[src/rtl/mmv_ram_test_sequencer.sv]
// Sequencer and port arbiter for memory-mapped RAM testers. Runs NTESTS testers
// back to back, multiplexes the single RAM master port to the active tester and
// aggregates tester fault/done pulses into run status.
`timescale 1ns/1ps
module mmv_ram_test_sequencer #(
    parameter int unsigned AWIDTH        = 8,
    parameter int unsigned DWIDTH        = 8,
    parameter int unsigned NTESTS        = 3,
    parameter int unsigned STOP_ON_FAULT = 1,
    parameter int unsigned FCWIDTH       = 16,
    localparam int unsigned IW           = (NTESTS > 1) ? $clog2(NTESTS) : 1
) (
    input  logic                     clk_i,
    input  logic                     reset_i,
    input  logic                     clear_i,
    input  logic                     start_i,
    output logic                     ready_o,
    output logic                     done_o,
    output logic                     fault_o,
    output logic [IW-1:0]            fault_idx_o,
    output logic [FCWIDTH-1:0]       fault_cnt_o,
    output logic [NTESTS-1:0]        t_start_o,
    output logic                     t_clear_o,
    input  logic [NTESTS-1:0]        t_ready_i,
    input  logic [NTESTS-1:0]        t_fault_i,
    input  logic [NTESTS-1:0]        t_done_i,
    input  logic [NTESTS*AWIDTH-1:0] t_addr_i,
    input  logic [NTESTS*DWIDTH-1:0] t_wdat_i,
    input  logic [NTESTS-1:0]        t_wreq_i,
    input  logic [NTESTS-1:0]        t_rreq_i,
    output logic [DWIDTH-1:0]        t_rdat_o,
    output logic [NTESTS-1:0]        t_rval_o,
    output logic [NTESTS-1:0]        t_busy_o,
    output logic [AWIDTH-1:0]        m_addr_o,
    output logic                     m_wreq_o,
    output logic [DWIDTH-1:0]        m_wdat_o,
    output logic                     m_rreq_o,
    input  logic [DWIDTH-1:0]        m_rdat_i,
    input  logic                     m_rval_i,
    input  logic                     m_busy_i
);

    typedef enum logic [2:0] {
        StIdle,
        StLaunch,
        StRun,
        StAbort,
        StFinish
    } state_e;

    state_e             state_q, state_d;
    logic [IW-1:0]      cur_q, cur_d;
    logic               fault_q, fault_d;
    logic [IW-1:0]      fault_idx_q, fault_idx_d;
    logic [FCWIDTH-1:0] fault_cnt_q, fault_cnt_d;
    logic               port_on;

    // State and status registers with synchronous reset.
    always_ff @(posedge clk_i) begin
        if (reset_i) begin
            state_q     <= StIdle;
            cur_q       <= '0;
            fault_q     <= 1'b0;
            fault_idx_q <= '0;
            fault_cnt_q <= '0;
        end else begin
            state_q     <= state_d;
            cur_q       <= cur_d;
            fault_q     <= fault_d;
            fault_idx_q <= fault_idx_d;
            fault_cnt_q <= fault_cnt_d;
        end
    end

    // Next-state logic: clear overrides everything, abort beats a same-cycle done.
    always_comb begin
        state_d     = state_q;
        cur_d       = cur_q;
        fault_d     = fault_q;
        fault_idx_d = fault_idx_q;
        fault_cnt_d = fault_cnt_q;
        if (clear_i) begin
            state_d     = StIdle;
            cur_d       = '0;
            fault_d     = 1'b0;
            fault_idx_d = '0;
            fault_cnt_d = '0;
        end else begin
            unique case (state_q)
                StIdle: begin
                    if (start_i) begin
                        state_d     = StLaunch;
                        cur_d       = '0;
                        fault_d     = 1'b0;
                        fault_idx_d = '0;
                        fault_cnt_d = '0;
                    end
                end
                StLaunch: begin
                    if (t_ready_i[cur_q]) state_d = StRun;
                end
                StRun: begin
                    if (t_fault_i[cur_q]) begin
                        if (fault_cnt_q != '1) fault_cnt_d = fault_cnt_q + 1'b1;
                        if (!fault_q) begin
                            fault_d     = 1'b1;
                            fault_idx_d = cur_q;
                        end
                    end
                    if (t_fault_i[cur_q] && (STOP_ON_FAULT != 0)) begin
                        state_d = StAbort;
                    end else if (t_done_i[cur_q]) begin
                        if (cur_q == IW'(NTESTS - 1)) begin
                            state_d = StFinish;
                        end else begin
                            cur_d   = cur_q + 1'b1;
                            state_d = StLaunch;
                        end
                    end
                end
                StAbort:  state_d = StFinish;
                StFinish: state_d = StIdle;
                default:  state_d = StIdle;
            endcase
        end
    end

    // Control outputs and port mux; only the current tester sees the RAM port.
    always_comb begin
        port_on   = (state_q == StLaunch) || (state_q == StRun);
        ready_o   = (state_q == StIdle);
        done_o    = (state_q == StFinish) && !clear_i && !reset_i;
        t_clear_o = !reset_i && (clear_i || (state_q == StAbort));
        t_start_o = '0;
        t_rdat_o  = m_rdat_i;
        t_rval_o  = '0;
        t_busy_o  = '1;
        m_addr_o  = '0;
        m_wdat_o  = '0;
        m_wreq_o  = 1'b0;
        m_rreq_o  = 1'b0;
        for (int i = 0; i < NTESTS; i++) begin
            if (port_on && (cur_q == IW'(i))) begin
                t_start_o[i] = (state_q == StLaunch) && t_ready_i[i] && !clear_i && !reset_i;
                m_addr_o     = t_addr_i[i*AWIDTH +: AWIDTH];
                m_wdat_o     = t_wdat_i[i*DWIDTH +: DWIDTH];
                m_wreq_o     = t_wreq_i[i];
                m_rreq_o     = t_rreq_i[i];
                t_busy_o[i]  = m_busy_i;
                t_rval_o[i]  = m_rval_i;
            end
        end
    end

    assign fault_o     = fault_q;
    assign fault_idx_o = fault_idx_q;
    assign fault_cnt_o = fault_cnt_q;

endmodule

[config.mk]
export PLATFORM = sky130hd
export DESIGN_NAME = mmv_ram_test_sequencer
export DESIGN_NICKNAME = d
export VERILOG_FILES = /design/src/rtl/mmv_ram_test_sequencer.sv
export SDC_FILE = /design/constraint.sdc
export NUM_CORES = 1
export LEC_CHECK = 0
export ABC_CLOCK_PERIOD_IN_PS = 5670
export CORE_UTILIZATION = 39
export DETAILED_ROUTE_END_ITERATION = 10
export GPL_TIMING_DRIVEN = 0
export MAX_ROUTING_LAYER = met4
export PLACE_DENSITY = 0.88
export REMOVE_ABC_BUFFERS = 1
export SLEW_MARGIN = 25
export SYNTH_ARGS = -nofsm -noshare
export SYNTH_HDL_FRONTEND = slang
export SYNTH_SLANG_ARGS = --single-unit
[constraint.sdc]
create_clock -name clk_i -period 5.67 [get_ports clk_i]
set_clock_uncertainty 0.2 [all_clocks]
set_input_delay 1.701 -clock clk_i [delete_from_list [all_inputs] [get_ports clk_i]]
set_output_delay 1.701 -clock clk_i [all_outputs]
set_load 0.01 [all_outputs]
=== Yosys cells after proc, flatten, opt, wreduce, memory -nomap -nowiden ===
Index checks and enable logic that the tools add are counted.
Widths: inputs -> output; s select.

* Register bits after elaboration: 24
* Bits in latches: 0
* Memory bits (writable): 0
* ROM bits: 0
* Input port bits: 77
* Output and inout port bits: 57
* Word-level logic and storage cells: 100
* Memories kept: 0

* Add/subtract/negate cells: 2
* Multipliers: 0
* Div/mod/pow operators: 0
* Order comparisons: 1
* Eq/ne operators: 16
* Shifts and indexed selects: 0
* Multiplexer cells: 48
* Bitwise gates (word level): 0
* Reduce and logical (&&, ||, !) cells: 28

{| class="wikitable"
|+ Operators with widths
! cell !! count
|-
| $mux 16 || 3
|-
| $mux 8 || 6
|-
| $pmux 16 s2 || 1
|-
| $mux 1 || 20
|-
| $add 16x1->16 const B || 1
|-
| $ne 16x16->1 const B || 1
|-
| $ne 2x2->1 const B || 8
|-
| $logic_and 1x1->1 || 15
|-
| $mux 3 || 5
|-
| $mux 2 || 6
|-
| $pmux 3 s4 || 1
|-
| $pmux 2 s2 || 2
|-
| $reduce_and 4->1 || 2
|-
| $bmux 1 s2 || 3
|-
| $eq 3x2->1 const B || 2
|-
| $reduce_and 3->1 || 2
|-
| $reduce_and 5->1 || 1
|-
| $eq 3x1->1 const B || 1
|-
| $eq 3x3->1 const B || 1
|-
| $logic_not 3->1 || 1
|-
| $lt 2x3->1 const B || 1
|-
| $ne 3x3->1 const B || 1
|-
| $add 2x1->2 const B || 1
|-
| $eq 2x1->1 const B || 1
|-
| 7 further kinds || 9
|}

=== Logic depth before layout (Yosys ltp) ===
* Depth after elaboration: 6
* Gate-level depth with buffers: 9
* Depth with buffers taken out: 6

=== Least setup slack after synthesis ===
OpenSTA, ideal clock, no wires.

* Kind: input to output
* Start point: input port reset_i
* End point: output port t_start_o[2]
* Arrival: 2,624 ps
* Required time: 3,769 ps
* Path slack: 1,145 ps
* Cell stages on the path: 5
* Path through: or2_2 -> clkbuf_1 -> nor3_1 -> nand2_1 -> nor2_1

* Longest elaborated chain between the ends: 3

{| class="wikitable"
|+ RTL lines
! item !! line !! source
|-
| start, declared || 14 || <nowiki>input logic reset_i,</nowiki>
|-
| $logic_not 1->1 || 144 || <nowiki>t_start_o[i] = (state_q == StLaunch) && t_ready_i[i] && !clear_i && !reset_i;</nowiki>
|-
| $logic_and 1x1->1 || 144 ||
|-
| $mux 1 || 143 || <nowiki>if (port_on && (cur_q == IW'(i))) begin</nowiki>
|-
| end, declared || 22 || <nowiki>output logic [NTESTS-1:0] t_start_o,</nowiki>
|}

No other way between the ends.

=== Final worst setup path ===
Same ends and word-level chain as after synthesis.

==> results.md <==
- Mapped Cells: 269
- Critical Path Source: reset_i
- Drt drc: 0
- R2r endpoint: fault_cnt_o[13]
- Worst vdd ir: 0.156 mV
- Hold Buf Count CTS: 0
- Critical path capture point type: output port
- Ports placed on the boundary: 134
- Seq/Total Area, Yosys: 0.247
- Wire per inst: 16.7 um
- Top cells by area, synth: dfxtp_1, a21oi_1, a22oi_1
- Max Freq: 183 MHz
- Die width: 72.6 um
- CP Data Required Time: 3.77 ns
- Setup tns final: 0 ns
- Post-CTS sizing: 0
- Post-synth top area share: 0.247
- Initial antenna violation count: 0
- Layout area overhead: 60.2%
- Via count of the first global-routing pass: 2115
- Crit start category: input pin
- Share of layout cells above drive strength 1: 0.0468
- Slew headroom: 0.455
- # placed instances: 427
- Worst slew pin tran: 0.813 ns
- Setup-failing EPs final: 0
- Worst R2R Path Depth: 5
- Clk_lat worst skew: 0.27 ns
- RD Place Congestion: 0.910
- Distinct cells, synth: 48
- Yosys warning count: 0
- CTS tree: yes
- # Post-CTS Setup Buffers: 0
- Initial DRT Pass Iterations: 5
- Fin Hold WS: 0.280 ns
- DP Wirelength: 5380 um
- Via count: 2459
- Routed wire length: 7200 um
- H-tree Lvls: 1
- Most frequent cells in the layout: clkdlybuf4s50_1, nor2_1, a21oi_1
- Fin util: 0.655
- Pwr per Cell Area: 122 mW/mm2
- DR vias/cell: 5.72
- Critical Path AT: 3.57 ns
- CTS Sinks: 24
- Period utilisation layout: 0.965
- Cell row count: 25
- Main synth FF type: dfxtp_1
- I/O Buffers: 117
- RSZ-0062 raised after global routing: no
- CP max FO: 18
- GRT Util Overall: 0.259
- Die ar.: 0.00527 mm2
- First-pass GRT wire length: 10400 um
- Reg-to-reg critical path startpoint: state_q[1]
- Max Slew Vio Count: 0
- Largest net degree at the start of global routing: 39
- CP Capture Point: t_start_o[2]
- Synthesized area per cell: 7.23 um2
- Initial Utilization: 0.409
- Clock Path Buffers: 2
- Core area: 0.00475 mm2
- Max_cap viols: 0
- First DRT Iteration DRCs: 195
- Post-synth top area cell: dfxtp_1
- R2r setup slk: 2.78 ns
- Mapped cell area: 0.00194 mm2
- GRT overflow: 0
- Critical path class: input pin to output port
- Hold WC Path Type: register to register
- Flops & latches, synth: 24
- Commonest non-fill, non-tap cell in the layout: clkdlybuf4s50_1
- Final nets: 446
- Run status: finished, final reports clean
- Clk root buf: clkbuf_8
- Final ANT Viol Nets: 0
- Synth async-reset ratio: 0
- EDFF count, synth: 0
- Min Clock Period, post-route: 5.47 ns
- Num CTS Buffers: 3
- Final Instance Count excl. Fillers: 430
- Final hold violation count: 0
- Clock transition at path regs: 0.08 ns
- Die height: 72.6 um
- Leak: 1.01 nW
- Diode count: 0
-- state kept, by name, summed over array words and instances, names as in the netlist --
name	flops
cur_q	2
state_q	3
fault_cnt_o	16
fault_idx_o	2
fault_o	1
-- Yosys cell counts (4+ instances only) --
cell / count
nor3_1: 6
inv_1: 4
nand2_1: 18
or4_1: 5
a31oi_1: 10
o21ai_0: 8
a21oi_1: 32
nand2b_1: 5
o31ai_1: 4
nand3_1: 12
buf_2: 7
nor2_1: 34
ha_1: 4
and3_1: 7
clkbuf_1: 9
dfxtp_1: 24
buf_4: 8
a22oi_1: 20
-- worst min path at each step --
stage / from / slack, ns / endpoint / depth (start not counted)
after CTS: fault_idx_o[1] / 0.28 / fault_idx_o[1] / 2
after floorplan: fault_idx_o[0] / 0.29 / fault_idx_o[0] / 2
after detailed placement: fault_idx_o[1] / 0.27 / fault_idx_o[1] / 2
after global placement: fault_idx_o[0] / 0.26 / fault_idx_o[0] / 2
after global routing: fault_cnt_o[10] / 0.33 / fault_cnt_o[10] / 1
final: fault_idx_o[1] / 0.28 / fault_idx_o[1] / 2
-- logic make-up after synthesis --
logic type	count (synthesis)	synth area share
multiplexers	4	0.0212
AO/OA/AOI/OAI	91	0.308
flip-flops	24	0.247
buffers and inverters	30	0.0817
adder cells (fa/ha/maj)	4	0.0257
XOR/XNOR	1	0.00451
AND/OR/NAND/NOR	115	0.311
-- routing by layer --
metal / up-vias / share of wire / global-route usage / routed length, um
met5: - / 0 / - / 0
met2: 123 / 0.48 / 0.402 / 3460
met3: 19 / 0.068 / 0.0497 / 486
met1: 1131 / 0.43 / 0.346 / 3120
met4: 0 / 0.018 / 0.0675 / 133
li1: 1186 / - / - / -
-- critical path, stage by stage --
cell and delay, ns:
clkdlybuf4s50_1 0.44, or2_2 0.48, nor3_2 0.21, nand2_1 0.07
nor2_1 0.09, clkdlybuf4s50_1 0.56
-- power by group --
part / internal [W] / total (W) / leakage (nW) / switching (W)
registers: 0.000169 / 0.000171 / 0.193 / 0.00000219
logic: 0.0000661 / 0.000107 / 0.795 / 0.0000408
clock network: 0.0000476 / 0.000102 / 0.0216 / 0.0000542
-- through the flow --
step / instance area (um2) / setup slack (ns) / total power, W
finish: 3120 / 0.197 / 0.000380
global route: 3120 / 0.0802 / 0.000392
CTS: 3110 / 0.0980 / 0.000379
detailed placement: 3070 / 0.106 / 0.000281
global placement: 3060 / 0.139 / 0.000278
floorplan: 1800 / 1.20 / 0.000208
-- final cells by class --
| type | count | area [um2] |
|---|---|---|
| clock buffer | 3 | 41.3 |
| sequential | 24 | 480 |
| inverter | 4 | 15.0 |
| tap | 67 | 83.8 |
| fill | 437 | 1640 |
| multi-input combinational | 215 | 1320 |
| timing repair buffer | 117 | 1170 |
Note: power is estimated with default switching activity, not from simulation.
